===== src/rtl/sdram_stream_engine.sv =====
// sdram_stream_engine
//   Time-shares one SDRAM port between NUM_CH stream channels. Each grant
//   moves CH_MULT[c]*BURST_LEN words: a READ fills the channel's readout FIFO
//   from the channel cursor, and a WRITE drains the writeback FIFO back to the
//   same words and then advances the cursor, wrapping at the region end.
//   The bus is handed to another master only from IDLE.
//
// Ports
//   i_Clk, i_Reset         clock, synchronous active-high reset
//   i_SDRAM_Requested      another master wants the bus
//   o_SDRAM_Yield          bus released (request seen while IDLE)
//   o_Command              00 idle, 01 read, 10 write
//   o_Data_Address         current SDRAM word address
//   i_Data_Read_Valid      one read beat on i_Data_Read
//   i_Data_Write_Done      one write beat accepted
//   i_Data_Read            read data, broadcast to every channel
//   o_Data_Write           write word from the granted channel
//   i_Rd_Empty, i_Wb_Empty, i_Wb_Full   per-channel FIFO status
//   i_Wb_Data              packed writeback FIFO heads (32 bits per channel)
//   o_Rd_Wrreq, o_Wb_Rdreq per-channel FIFO strobes
//   o_Grant_Ch             channel being served
module sdram_stream_engine #(
  parameter int unsigned          NUM_CH    = 2,
  parameter int unsigned          BURST_LEN = 8,
  parameter logic [8*NUM_CH-1:0]  CH_MULT   = {8'd16, 8'd1},
  parameter logic [22*NUM_CH-1:0] CH_BASE   = {22'h20000, 22'h0},
  parameter logic [22*NUM_CH-1:0] CH_SIZE   = {22'd1536000, 22'd96000},
  parameter int unsigned          ARB_RR    = 1
) (
  input  logic                 i_Clk,
  input  logic                 i_Reset,
  input  logic                 i_SDRAM_Requested,
  output logic                 o_SDRAM_Yield,
  output logic [1:0]           o_Command,
  output logic [21:0]          o_Data_Address,
  input  logic                 i_Data_Read_Valid,
  input  logic                 i_Data_Write_Done,
  input  logic [31:0]          i_Data_Read,
  output logic [31:0]          o_Data_Write,
  input  logic [NUM_CH-1:0]    i_Rd_Empty,
  input  logic [NUM_CH-1:0]    i_Wb_Empty,
  input  logic [NUM_CH-1:0]    i_Wb_Full,
  input  logic [32*NUM_CH-1:0] i_Wb_Data,
  output logic [NUM_CH-1:0]    o_Rd_Wrreq,
  output logic [NUM_CH-1:0]    o_Wb_Rdreq,
  output logic [1:0]           o_Grant_Ch
);

  localparam int unsigned CNT_W = $clog2(255 * BURST_LEN) + 1;

  typedef enum logic [1:0] {
    S_IDLE  = 2'd0,
    S_READ  = 2'd1,
    S_WRITE = 2'd2
  } state_t;

  state_t           state, state_nxt;
  logic [1:0]       grant;
  logic [1:0]       rr_last;
  logic [21:0]      addr;
  logic [CNT_W-1:0] count;
  logic [21:0]      cursor [4];

  // Per-channel constants widened to four slots so every lookup is indexed
  // by the 2-bit channel number; unused slots read as zero.
  logic [21:0]      base_tbl [4];
  logic [21:0]      end_tbl  [4];
  logic [21:0]      len_tbl  [4];
  logic [CNT_W-1:0] last_tbl [4];
  logic [31:0]      wb_word  [4];

  for (genvar c = 0; c < 4; c++) begin : g_tbl
    if (c < NUM_CH) begin : g_on
      localparam int unsigned LEN = int'(CH_MULT[8*c +: 8]) * BURST_LEN;
      assign base_tbl[c] = CH_BASE[22*c +: 22];
      assign end_tbl[c]  = CH_BASE[22*c +: 22] + CH_SIZE[22*c +: 22];
      assign len_tbl[c]  = 22'(LEN);
      assign last_tbl[c] = CNT_W'(LEN - 1);
      assign wb_word[c]  = i_Wb_Data[32*c +: 32];
    end else begin : g_off
      assign base_tbl[c] = '0;
      assign end_tbl[c]  = '0;
      assign len_tbl[c]  = '0;
      assign last_tbl[c] = '0;
      assign wb_word[c]  = '0;
    end
  end

  logic [3:0]  wr_elig, rd_elig;
  logic        found;
  logic [1:0]  win;
  logic [1:0]  idx;
  int unsigned probe;

  always_comb begin
    wr_elig = '0;
    rd_elig = '0;
    wr_elig[NUM_CH-1:0] = i_Wb_Full;
    rd_elig[NUM_CH-1:0] = i_Rd_Empty & i_Wb_Empty;
  end

  // Round-robin search begins one past the last granted channel; fixed
  // priority always begins at channel 0. First eligible channel wins.
  always_comb begin
    found = 1'b0;
    win   = '0;
    idx   = '0;
    probe = 0;
    for (int unsigned k = 0; k < NUM_CH; k++) begin
      if (ARB_RR != 0) probe = (32'(rr_last) + 32'd1 + k) % NUM_CH;
      else             probe = k;
      idx = 2'(probe);
      if (!found && (wr_elig[idx] || rd_elig[idx])) begin
        found = 1'b1;
        win   = idx;
      end
    end
  end

  logic start;
  logic beat;
  logic rd_fire, wr_fire;

  always_comb begin
    state_nxt = state;
    start     = 1'b0;
    o_Command = 2'b00;
    rd_fire   = 1'b0;
    wr_fire   = 1'b0;
    case (state)
      S_IDLE: begin
        // An external request blocks any grant in the same cycle.
        if (!i_SDRAM_Requested && found) begin
          start     = 1'b1;
          state_nxt = wr_elig[win] ? S_WRITE : S_READ;
        end
      end
      S_READ: begin
        o_Command = 2'b01;
        rd_fire   = i_Data_Read_Valid;
        if (i_Data_Read_Valid && count == '0) state_nxt = S_IDLE;
      end
      S_WRITE: begin
        o_Command = 2'b10;
        wr_fire   = i_Data_Write_Done;
        if (i_Data_Write_Done && count == '0) state_nxt = S_IDLE;
      end
      default: state_nxt = S_IDLE;
    endcase
  end

  assign beat = rd_fire || wr_fire;

  logic [21:0] cur_sum;
  assign cur_sum = cursor[grant] + len_tbl[grant];

  always_ff @(posedge i_Clk) begin
    if (i_Reset) begin
      state   <= S_IDLE;
      grant   <= '0;
      rr_last <= 2'(NUM_CH - 1);
      addr    <= '0;
      count   <= '0;
      cursor  <= base_tbl;
    end else begin
      state <= state_nxt;
      if (start) begin
        grant   <= win;
        rr_last <= win;
        addr    <= cursor[win];
        count   <= last_tbl[win];
      end else if (beat) begin
        addr  <= addr + 22'd1;
        count <= count - 1'b1;
        // Only a completed write consumes the region slot; a read leaves the
        // cursor so the matching write-back lands on the same words.
        if (wr_fire && count == '0)
          cursor[grant] <= (cur_sum == end_tbl[grant]) ? base_tbl[grant] : cur_sum;
      end
    end
  end

  assign o_SDRAM_Yield  = i_SDRAM_Requested && (state == S_IDLE);
  assign o_Data_Address = addr;
  assign o_Grant_Ch     = grant;
  assign o_Data_Write   = wb_word[grant];
  assign o_Rd_Wrreq     = (rd_fire && !i_Reset) ? (NUM_CH'(1) << grant) : '0;
  assign o_Wb_Rdreq     = (wr_fire && !i_Reset) ? (NUM_CH'(1) << grant) : '0;

  // i_Data_Read is routed to the FIFOs outside this block; it is listed here
  // only so the port set is complete.
  logic unused_read;
  assign unused_read = ^i_Data_Read;

endmodule

===== config.mk =====
export PLATFORM = sky130hd
export DESIGN_NAME = sdram_stream_engine
export DESIGN_NICKNAME = d
export VERILOG_FILES = /design/src/rtl/sdram_stream_engine.sv
export SDC_FILE = /design/constraint.sdc
export NUM_CORES = 1
export LEC_CHECK = 0
export ABC_AREA = 1
export BUFFER_PORTS_ARGS = -buffer_cell sky130_fd_sc_hd__buf_2
export CAP_MARGIN = 25
export CORE_AREA = 2 2 137 105
export CTS_BUF_LIST = sky130_fd_sc_hd__clkbuf_8 sky130_fd_sc_hd__clkbuf_16
export CTS_CLUSTER_DIAMETER = 200
export CTS_CLUSTER_SIZE = 10
export DETAILED_ROUTE_END_ITERATION = 8
export DIE_AREA = 0 0 139 107
export PLACE_DENSITY = 0.71
export SYNTH_ARGS = -nofsm -noshare
export SYNTH_HDL_FRONTEND = slang
export SYNTH_SLANG_ARGS = --single-unit
export TNS_END_PERCENT = 100

===== constraint.sdc =====
create_clock -name i_Clk -period 3.7 [get_ports i_Clk]
set_clock_uncertainty 0.15 [all_clocks]
set_input_delay 0.74 -clock i_Clk [delete_from_list [all_inputs] [get_ports i_Clk]]
set_output_delay 0.74 -clock i_Clk [all_outputs]
set_load 0.01 [all_outputs]

---- After elaboration in Yosys (flattened, before gate mapping) ----
Cells that the tools add are included.
storage, ports and cells
  flip-flop bits (word level) ............. 127
  input port bits ......................... 107
  output and inout port bits .............. 63
operators by class
  $add $sub $neg .......................... 5
  order comparisons ....................... 6
  eq/ne operators ......................... 6
  shift-type cells ........................ 1
  multiplexer cells ....................... 55
  bitwise operators ....................... 4
  reductions and logical operators ........ 20
operators with widths
  kind                     count
  $mux W22                 14
  $bmux W22 S2             5
  $bwmux W88               1
  $bmux W32 S2             1
  $mux W32                 2
  $mux W12                 4
  $demux W22 S2            1
  $bmux W12 S2             1
  $add A22 B1 Y22 const B  1
  $add A22 B22 Y22         1
  $eq A22 B22 Y1           1
  $mux W1                  17
  $logic_not A12 Y1        1
  $mux W2                  6
  $sub A12 B1 Y12 const B  1
  $logic_and A1 B1 Y1      9
  $ge A3 B3 Y1 const B     2
  $lt A1 B3 Y1 const B     2
  $ne A2 B2 Y1 const B     3
  $not A2 Y3               2
  $pmux W2 S3              1
  $reduce_and A3 Y1        2
  $pmux W2 S2              1
  $logic_not A1 Y1         3
  12 further kinds         15

---- Longest topological paths before layout ----
Gate-level depths: netlist of run 1.
  depth after elaboration ................. 13
  depth in mapped cells ................... 21

---- Worst setup path after synthesis of run 1 ----
No wires, ideal clock.
  path kind ............................... flip-flop to flip-flop
  start ................................... reg grant[0], in the netlist o_Grant_Ch[0]
  end ..................................... reg cursor[52] (netlist name)
  setup time .............................. 0.128 ns
  arrival time ............................ 2.877 ns
  data required time ...................... 3.422 ns
  path slack .............................. 0.544 ns
  cell stages (with the launch flop) ...... 18
  path buffers ............................ 4
  period minus slack after synthesis ...... 3.156 ns
  path through ............................ dfxtp_1 -> buf_4 -> buf_4 -> buf_2 -> buf_1 -> o21ai_0 -> ha_1 -> nand3_1 -> o21ai_1 -> nand3_1 -> nand2_1 -> nand2_1 -> nand2_1 -> nand2_1 -> nor2_1 -> nand3_2 -> nand2_1 -> a21oi_1
between the ends
  word-level cells in the longest chain between the ends .. 8
  elaborated cells on any way between the ends .. 22
RTL lines
  item                                         line      text
  from (decl)                                  58        logic [1:0] grant;
  from (signal assigned)                       168       grant <= win;
  $not A2 Y3 (*)                               155, 178
  $bmux W22 S2                                 155       assign cur_sum = cursor[grant] + len_tbl[grant];
  $mux W22 (not written as such) (2 in a row)  155
  $add A22 B22 Y22                             155
  $eq A22 B22 Y1                               178       cursor[grant] <= (cur_sum == end_tbl[grant]) ? base_tbl[grant] : cur_sum;
  $mux W22                                     178
  $bwmux W88 (*)                               178
  to (signal assigned)                         164       cursor <= base_tbl;
  to (signal, indexed assignment)              178
  to (decl)                                    62        logic [21:0] cursor [4];
Every way passes the cells marked *; elsewhere a longest branch is shown, timed or not. The select of a mux whose other input is x is not followed.
A chain may end at the register's enable or synchronous reset.

---- Worst setup path in the final report of run 1 ----
  start ................................... reg grant[0], in the netlist o_Grant_Ch[0]
  end ..................................... reg cursor[75] (netlist name)
Same word-level chain as after synthesis.

==> results_dict.tcl, run 1 <==
set metrics [dict create \
    cts_root_buf "clkbuf_16" \
    pwr-share-comb 0.245 \
    drv_cap 0 \
    crit_end "cursor[75]" \
    num_vias 6100 \
    firstDrtPassIters 5 \
    synth_warnings 0 \
    whs_ns 0.296 \
    post_cts_resized 0 \
    ys_ff_latch 82 \
    hp-class "register to register" \
    yosysMostFrequentCell "nand2_1" \
    power_switching_uw 840 \
    slowest_stage "o21ai_1" \
    place_congestion 0.891 \
    status "finished, final reports clean" \
    via_per_inst 5.09 \
    overflow 0 \
    cp_max_fo 25 \
    worst_slew_pin_slew_ns 0.870 \
    cts_buffer_depth 2 \
    ys_seq_area_frac 0.308 \
    leakagePower_nw 3.17 \
    hold_viol 0 \
    crit-reg2reg-launch "o_Grant_Ch[0]" \
    worst-endpoint-arrival_ns 3.28 \
    synth_area_leaders "dfxtp_1, nand2_1, o21ai_0, inv_1, a21oi_1" \
    setup_viol 0 \
    switching_share 0.312 \
    area.growth.synth_to_final_pct 22.1 \
    relSlewSlack 0.418 \
    antenna_found_initial 0 \
    cpMostUsedCell "nand2_1" \
    synth_cell_types 44 \
    ys_async_sr_fraction 0 \
    clock_latency_ns 0.34 \
    portBuffers 136 \
    hpwl_um 11700 \
    r2r_end "cursor[75]" \
    n_antenna_cell 0 \
    clk_pin_slew_ns 0.06 \
    remaining_drc_errors 0 \
    dr.first_iter.drc_count 533 \
    drv_slew 0 \
    cp-end-kind "register" \
    crit_buf_inv 1 \
    cts_tree "done" \
    critPathMaxStageDelay_ns 0.47 \
    ir_drop_uv 246 \
    synth_fp_nets 1011 \
    initial_core_util 0.394 \
    crit_chain "inv_2 -> nand2_1 -> nand2_1 -> ha_1 -> nand3_1 -> o21ai_1 -> nand3_1 -> nand2_1 -> nand2_1 -> nand2_1 -> nand2_1 -> nor2_1 -> nand3_2 -> nand2_1 -> a21oi_1" \
    die_h_um 107 \
    yosys.area.top_type "dfxtp_1" \
    cts_buffers 9 \
    placementRows 37 \
    drive_gt1_frac 0.185 \
    finalCritPeriodShare 0.867 \
    p_clk_frac 0.378 \
    syn_area_per_cell_um2 5.92 \
    critPathKind "register to register" \
    h-tree-depth 3 \
    ys_top_cells_by_count "nand2_1, inv_1, o21ai_0" \
    min_from "cursor[68]" \
    post_cts_buffers 0 \
    setup-tns-final_ns 0 \
    grt_setup_unrepaired "false" \
    crit_path_start "o_Grant_Ch[0]" \
    ios 170 \
    rr_worst_depth 15 \
    p_per_area_nw_per_um2 414 \
    core_um2 13500 \
    period_needed_ns 3.21 \
    timing.fmax_mhz 312 \
    synth_top_area_frac 0.308 \
    grt_pass1_vias 5367 \
    grt_max_degree 41 \
    synthesis.area_um2 5330 \
    chipWidth_um 139 \
    p_int_mw 1.85 \
    ctsHoldBuffers 0 \
    seqPwrFrac 0.377 \
    critPathTopFamily "simple AND/OR/NAND/NOR gates" \
    required_ns 3.77 \
    crit_path_start_kind "register" \
    synth_edf_count 0 \
    total_power_mw 2.69 \
    grt_pass1_wl_um 26100 \
    synthFlopType "dfxtp_1" \
    dieArea_um2 14900 \
    critical_path_cell_count 15 \
    drtAntennaViolNets 0 \
    clkSinkCount 82 \
    wl_per_cell_um 13.4 \
    fin_nets 1132 \
    syn_inst 900 \
    track_usage 0.216 \
    drt-total-wl_um 16000 \
    r2r_slack_ns 0.49 \
]
[routing by layer]
metal | global-route usage | up-vias | wire [µm]
li1 | - | 3133 | -
met1 | 0.303 | 2700 | 7570
met2 | 0.336 | 245 | 6910
met3 | 0.0442 | 22 | 1220
met4 | 0.0671 | 0 | 325
met5 | 0 | - | 0
[cells in the final DEF, fill, tap and decap left out, drive strengths merged, types with 3 or more instances in the layout]
cell / synthesis / layout
nor2: 82 / 82
a31oi: 6 / 6
buf: 12 / 153
a211oi: 4 / 4
bufinv: 0 / 3
nor3: 13 / 13
nand2: 288 / 288
xor2: 8 / 8
a21oi: 73 / 73
o211ai: 14 / 14
inv: 114 / 114
nor4: 4 / 4
o21ai: 91 / 91
ha: 4 / 4
dfxtp: 82 / 82
or2: 5 / 5
nand4: 8 / 8
clkbuf: 31 / 10
nand3: 43 / 43
[layout make-up]
| cell class | count | area, µm² |
|---|---|---|
| Clock buffer | 10 | 239 |
| Sequential cell | 82 | 1640 |
| Tap cell | 175 | 219 |
| Inverter | 114 | 428 |
| Timing Repair Buffer | 153 | 808 |
| Clock inverter | 3 | 90.1 |
| Multi-Input combinational cell | 661 | 3080 |
| Fill cell | 1425 | 7020 |
[how the worst min path moves through the flow]
| stage | to | slack, ns | cells past startpoint |
|---|---|---|---|
| 4_1_cts | cursor[68] | 0.30 | 2 |
| 2_1_floorplan | cursor[68] | 0.27 | 2 |
| 5_1_grt | cursor[45] | 0.32 | 2 |
| 6_report | cursor[68] | 0.30 | 2 |
| 3_3_place_gp | cursor[66] | 0.29 | 2 |
| 3_5_place_dp | cursor[68] | 0.29 | 2 |
[logic make-up after synthesis]
kind of cell	synth area share
compound gates	0.208
xor+xnor	0.0179
fa+ha+maj	0.00940
buf+inv	0.115
flops	0.308
other cells	0.000704
simple gates	0.341
[worst reg2reg max path, stage by stage, from the launching register on]
cell and delay [ns]:
dfxtp_2 0.43, inv_2 0.42, nand2_1 0.09, nand2_1 0.09
ha_1 0.18, nand3_1 0.18, o21ai_1 0.47, nand3_1 0.12
nand2_1 0.11, nand2_1 0.06, nand2_1 0.06, nand2_1 0.05
nor2_1 0.14, nand3_2 0.25, nand2_1 0.20, a21oi_1 0.08
[flip-flops by register name, indices dropped and copies added, names as in the netlist]
register,cells
o_Data_Address,22
o_Grant_Ch,1
cursor,44
state,2
count,12
rr_last,1
[power by group through the flow]
stage	registers (mW)	logic, mW	clock network (mW)
floorplan	1.03	0.410	0
global placement	1.03	0.648	0
detailed placement	1.03	0.656	0
CTS	1.01	0.658	1.03
global route	1.02	0.744	1.06
finish	1.01	0.661	1.02
[stage by stage]
stage | std cells | cell area [µm²] | utilization | setup WS (ns)
after global placement | 1185 | 6170 | 0.457 | 0.618
after global routing | 1198 | 6500 | 0.481 | 0.231
after CTS | 1198 | 6500 | 0.481 | 0.548
after detailed placement | 1185 | 6170 | 0.457 | 0.545
final | 1198 | 6500 | 0.481 | 0.490
after floorplan | 900 | 5330 | - | 0.544
No activity file was read; power rests on OpenSTA's default activity.
==> inputs of run 2 (changes only) <==
Settings changed: CORE_AREA 2 2 137 105 to 2 2 157 121, DIE_AREA 0 0 139 107 to 0 0 159 123, PLACE_DENSITY 0.71 to 0.58, RECOVER_POWER from default to 100.
==> run 2 against run 1 <==
Against the previous run: final cell count grew 6.1%; first-iteration DRC count up 6.2%; register-to-register slack about the same; design area down 0.85%; power is 6.1% lower; worst hold slack worse by 0.0025 ns; sequential share of layout area grew 0.22 points; non-clock buffer count unchanged; via count is 0.79% lower; clock power down 15%; clock-buffer cell count is 1 lower.
==> results_dict.tcl, run 2 (synthesized netlist as in run 1, its figures left out) <==
set metrics [dict create \
    multiInputGateArea_um2 3080 \
    min_from "cursor[67]" \
    portBuffers 136 \
    dr.first_iter.drc_count 566 \
    largest_reg_flops 44 \
    critPathKind "register to register" \
    grt_max_degree 46 \
    core_um2 18100 \
    final_common_cell "nand2_1" \
    hpwl_um 12700 \
    cp-end-kind "register" \
    slowest_stage "clkbuf_1" \
    grt_pass1_vias 5151 \
    antenna_found_initial 0 \
    cp_max_fo 32 \
    post_cts_buffers 0 \
    track_usage 0.169 \
    post_cts_resized 0 \
    die_h_um 123 \
    finalCritPeriodShare 0.870 \
    rr_worst_depth 13 \
    period_needed_ns 3.22 \
    relSlewSlack 0.0659 \
    ios 170 \
    cts_buffers 9 \
    final_cell_mix "nand2_1, inv_1, o21ai_0" \
    hold_viol 0 \
    setup-tns-final_ns 0 \
    drv_cap 0 \
    ir_drop_uv 214 \
    critPathTopFamily "buffers and inverters" \
    clock_latency_ns 0.34 \
    cpMostUsedCell "inv_1" \
    stdcell_area_um2 6450 \
    cts_tree "done" \
    leakagePower_nw 2.93 \
    crit-reg2reg-launch "count[0]" \
    clkSinkCount 82 \
    p_per_area_nw_per_um2 392 \
    required_ns 3.84 \
    crit_path_start_kind "register" \
    timing.fmax_mhz 311 \
    hp-class "register to register" \
    dieArea_um2 19600 \
    cts_root_buf "clkbuf_16" \
    overflow 0 \
    via_per_inst 4.76 \
    r2r_slack_ns 0.48 \
    wl_per_cell_um 13.4 \
    seq_area_um2 1640 \
    remaining_drc_errors 0 \
    n_antenna_cell 0 \
    cts_buffer_depth 2 \
    grt_setup_unrepaired "false" \
    h-tree-depth 3 \
    crit_chain "inv_1 -> ha_1 -> nand2_1 -> nor2_1 -> nand4_1 -> nor2_1 -> nand2_1 -> nor2_2 -> clkbuf_1 -> inv_1 -> a21oi_1 -> o21ai_0 -> inv_1" \
    crit_buf_inv 4 \
    initial_core_util 0.295 \
    critPathMaxStageDelay_ns 1.02 \
    fillers 2033 \
    clk_pin_slew_ns 0.06 \
    setup_viol 0 \
    worst_slew_pin_slew_ns 1.40 \
    drv_slew 0 \
    fin_nets 1132 \
    worst-endpoint-arrival_ns 3.36 \
    status "finished, final reports clean" \
    placed_cell_area_um2 6270 \
    area.growth.synth_to_final_pct 21.1 \
    regMostFlops "cursor" \
    ctsHoldBuffers 0 \
    place_congestion 0.879 \
    min_path_cells 2 \
    placementRows 43 \
    drtAntennaViolNets 0 \
    drt-total-wl_um 17000 \
    r2r_end "cursor[62]" \
    chipWidth_um 159 \
    grt_pass1_wl_um 26400 \
    firstDrtPassIters 5 \
    whs_endpoint "cursor[67]" \
    num_vias 6052 \
    drive_gt1_frac 0.122 \
]
==> run 2: changes by cell type in the layout (fill, tap and decap cells not counted) <==
cell,before,now
buf_4,17,12
clkinvlp_4,0,1
clkinv_2,0,1
inv_1,110,112
clkbuf_1,0,63
clkbuf_2,0,1
buf_2,136,77
bufinv_16,3,1
clkbuf_8,1,0
==> run 2: stage by stage <==
step                hold WS, ns  utilization  total power [mW]  instances  setup slack, ns
floorplan                 0.272            -              1.44        900            0.544
global placement          0.280        0.347              1.69       1257            0.632
detailed placement        0.282        0.347              1.70       1257            0.582
CTS                       0.293        0.362              2.57       1271            0.574
global route              0.318        0.357              2.67       1271            0.178
finish                    0.294        0.357              2.53       1271            0.481
==> run 2: how the worst max path moves through the flow <==
stage                     cells after the start          to  slack, ns          start
after detailed placement                     14  cursor[85]       0.58  o_Grant_Ch[0]
after floorplan                              17  cursor[52]       0.54  o_Grant_Ch[0]
after global routing                         12  cursor[54]       0.18  o_Grant_Ch[0]
after CTS                                    14  cursor[85]       0.57  o_Grant_Ch[0]
after global placement                       13  cursor[74]       0.63  o_Grant_Ch[0]
final                                        13  cursor[62]       0.48       count[0]
==> run 2: worst register-to-register path, stage by stage (launching register included) <==
cell	delay (ns)
dfxtp_1	0.32
inv_1	0.08
ha_1	0.19
nand2_1	0.10
nor2_1	0.14
nand4_1	0.24
nor2_1	0.16
nand2_1	0.12
nor2_2	0.10
clkbuf_1	1.02
inv_1	0.22
a21oi_1	0.17
o21ai_0	0.11
inv_1	0.06
==> run 2: metal layers <==
layer	global-route usage	part of all wire	wire length (µm)	vias up
met3	0.0399	0.069	1180	14
met2	0.266	0.43	7280	226
li1	-	-	-	3131
met1	0.234	0.49	8400	2681
met5	0	0	0	-
met4	0.0386	0.010	170	0
==> run 2: cell type report <==
class | instances | share of cell area
multi-input combinational | 661 | 0.477
sequential | 82 | 0.255
timing repair buffer | 153 | 0.111
inverter | 114 | 0.0664
tap | 247 | 0.0479
clock buffer | 9 | 0.0349
clock inverter | 5 | 0.00776
==> run 2: power by group <==
part	internal, mW	switching, mW	total (mW)
combinational	0.218	0.425	0.643
sequential	0.945	0.0702	1.02
clock	0.509	0.361	0.870
total	1.67	0.856	2.53
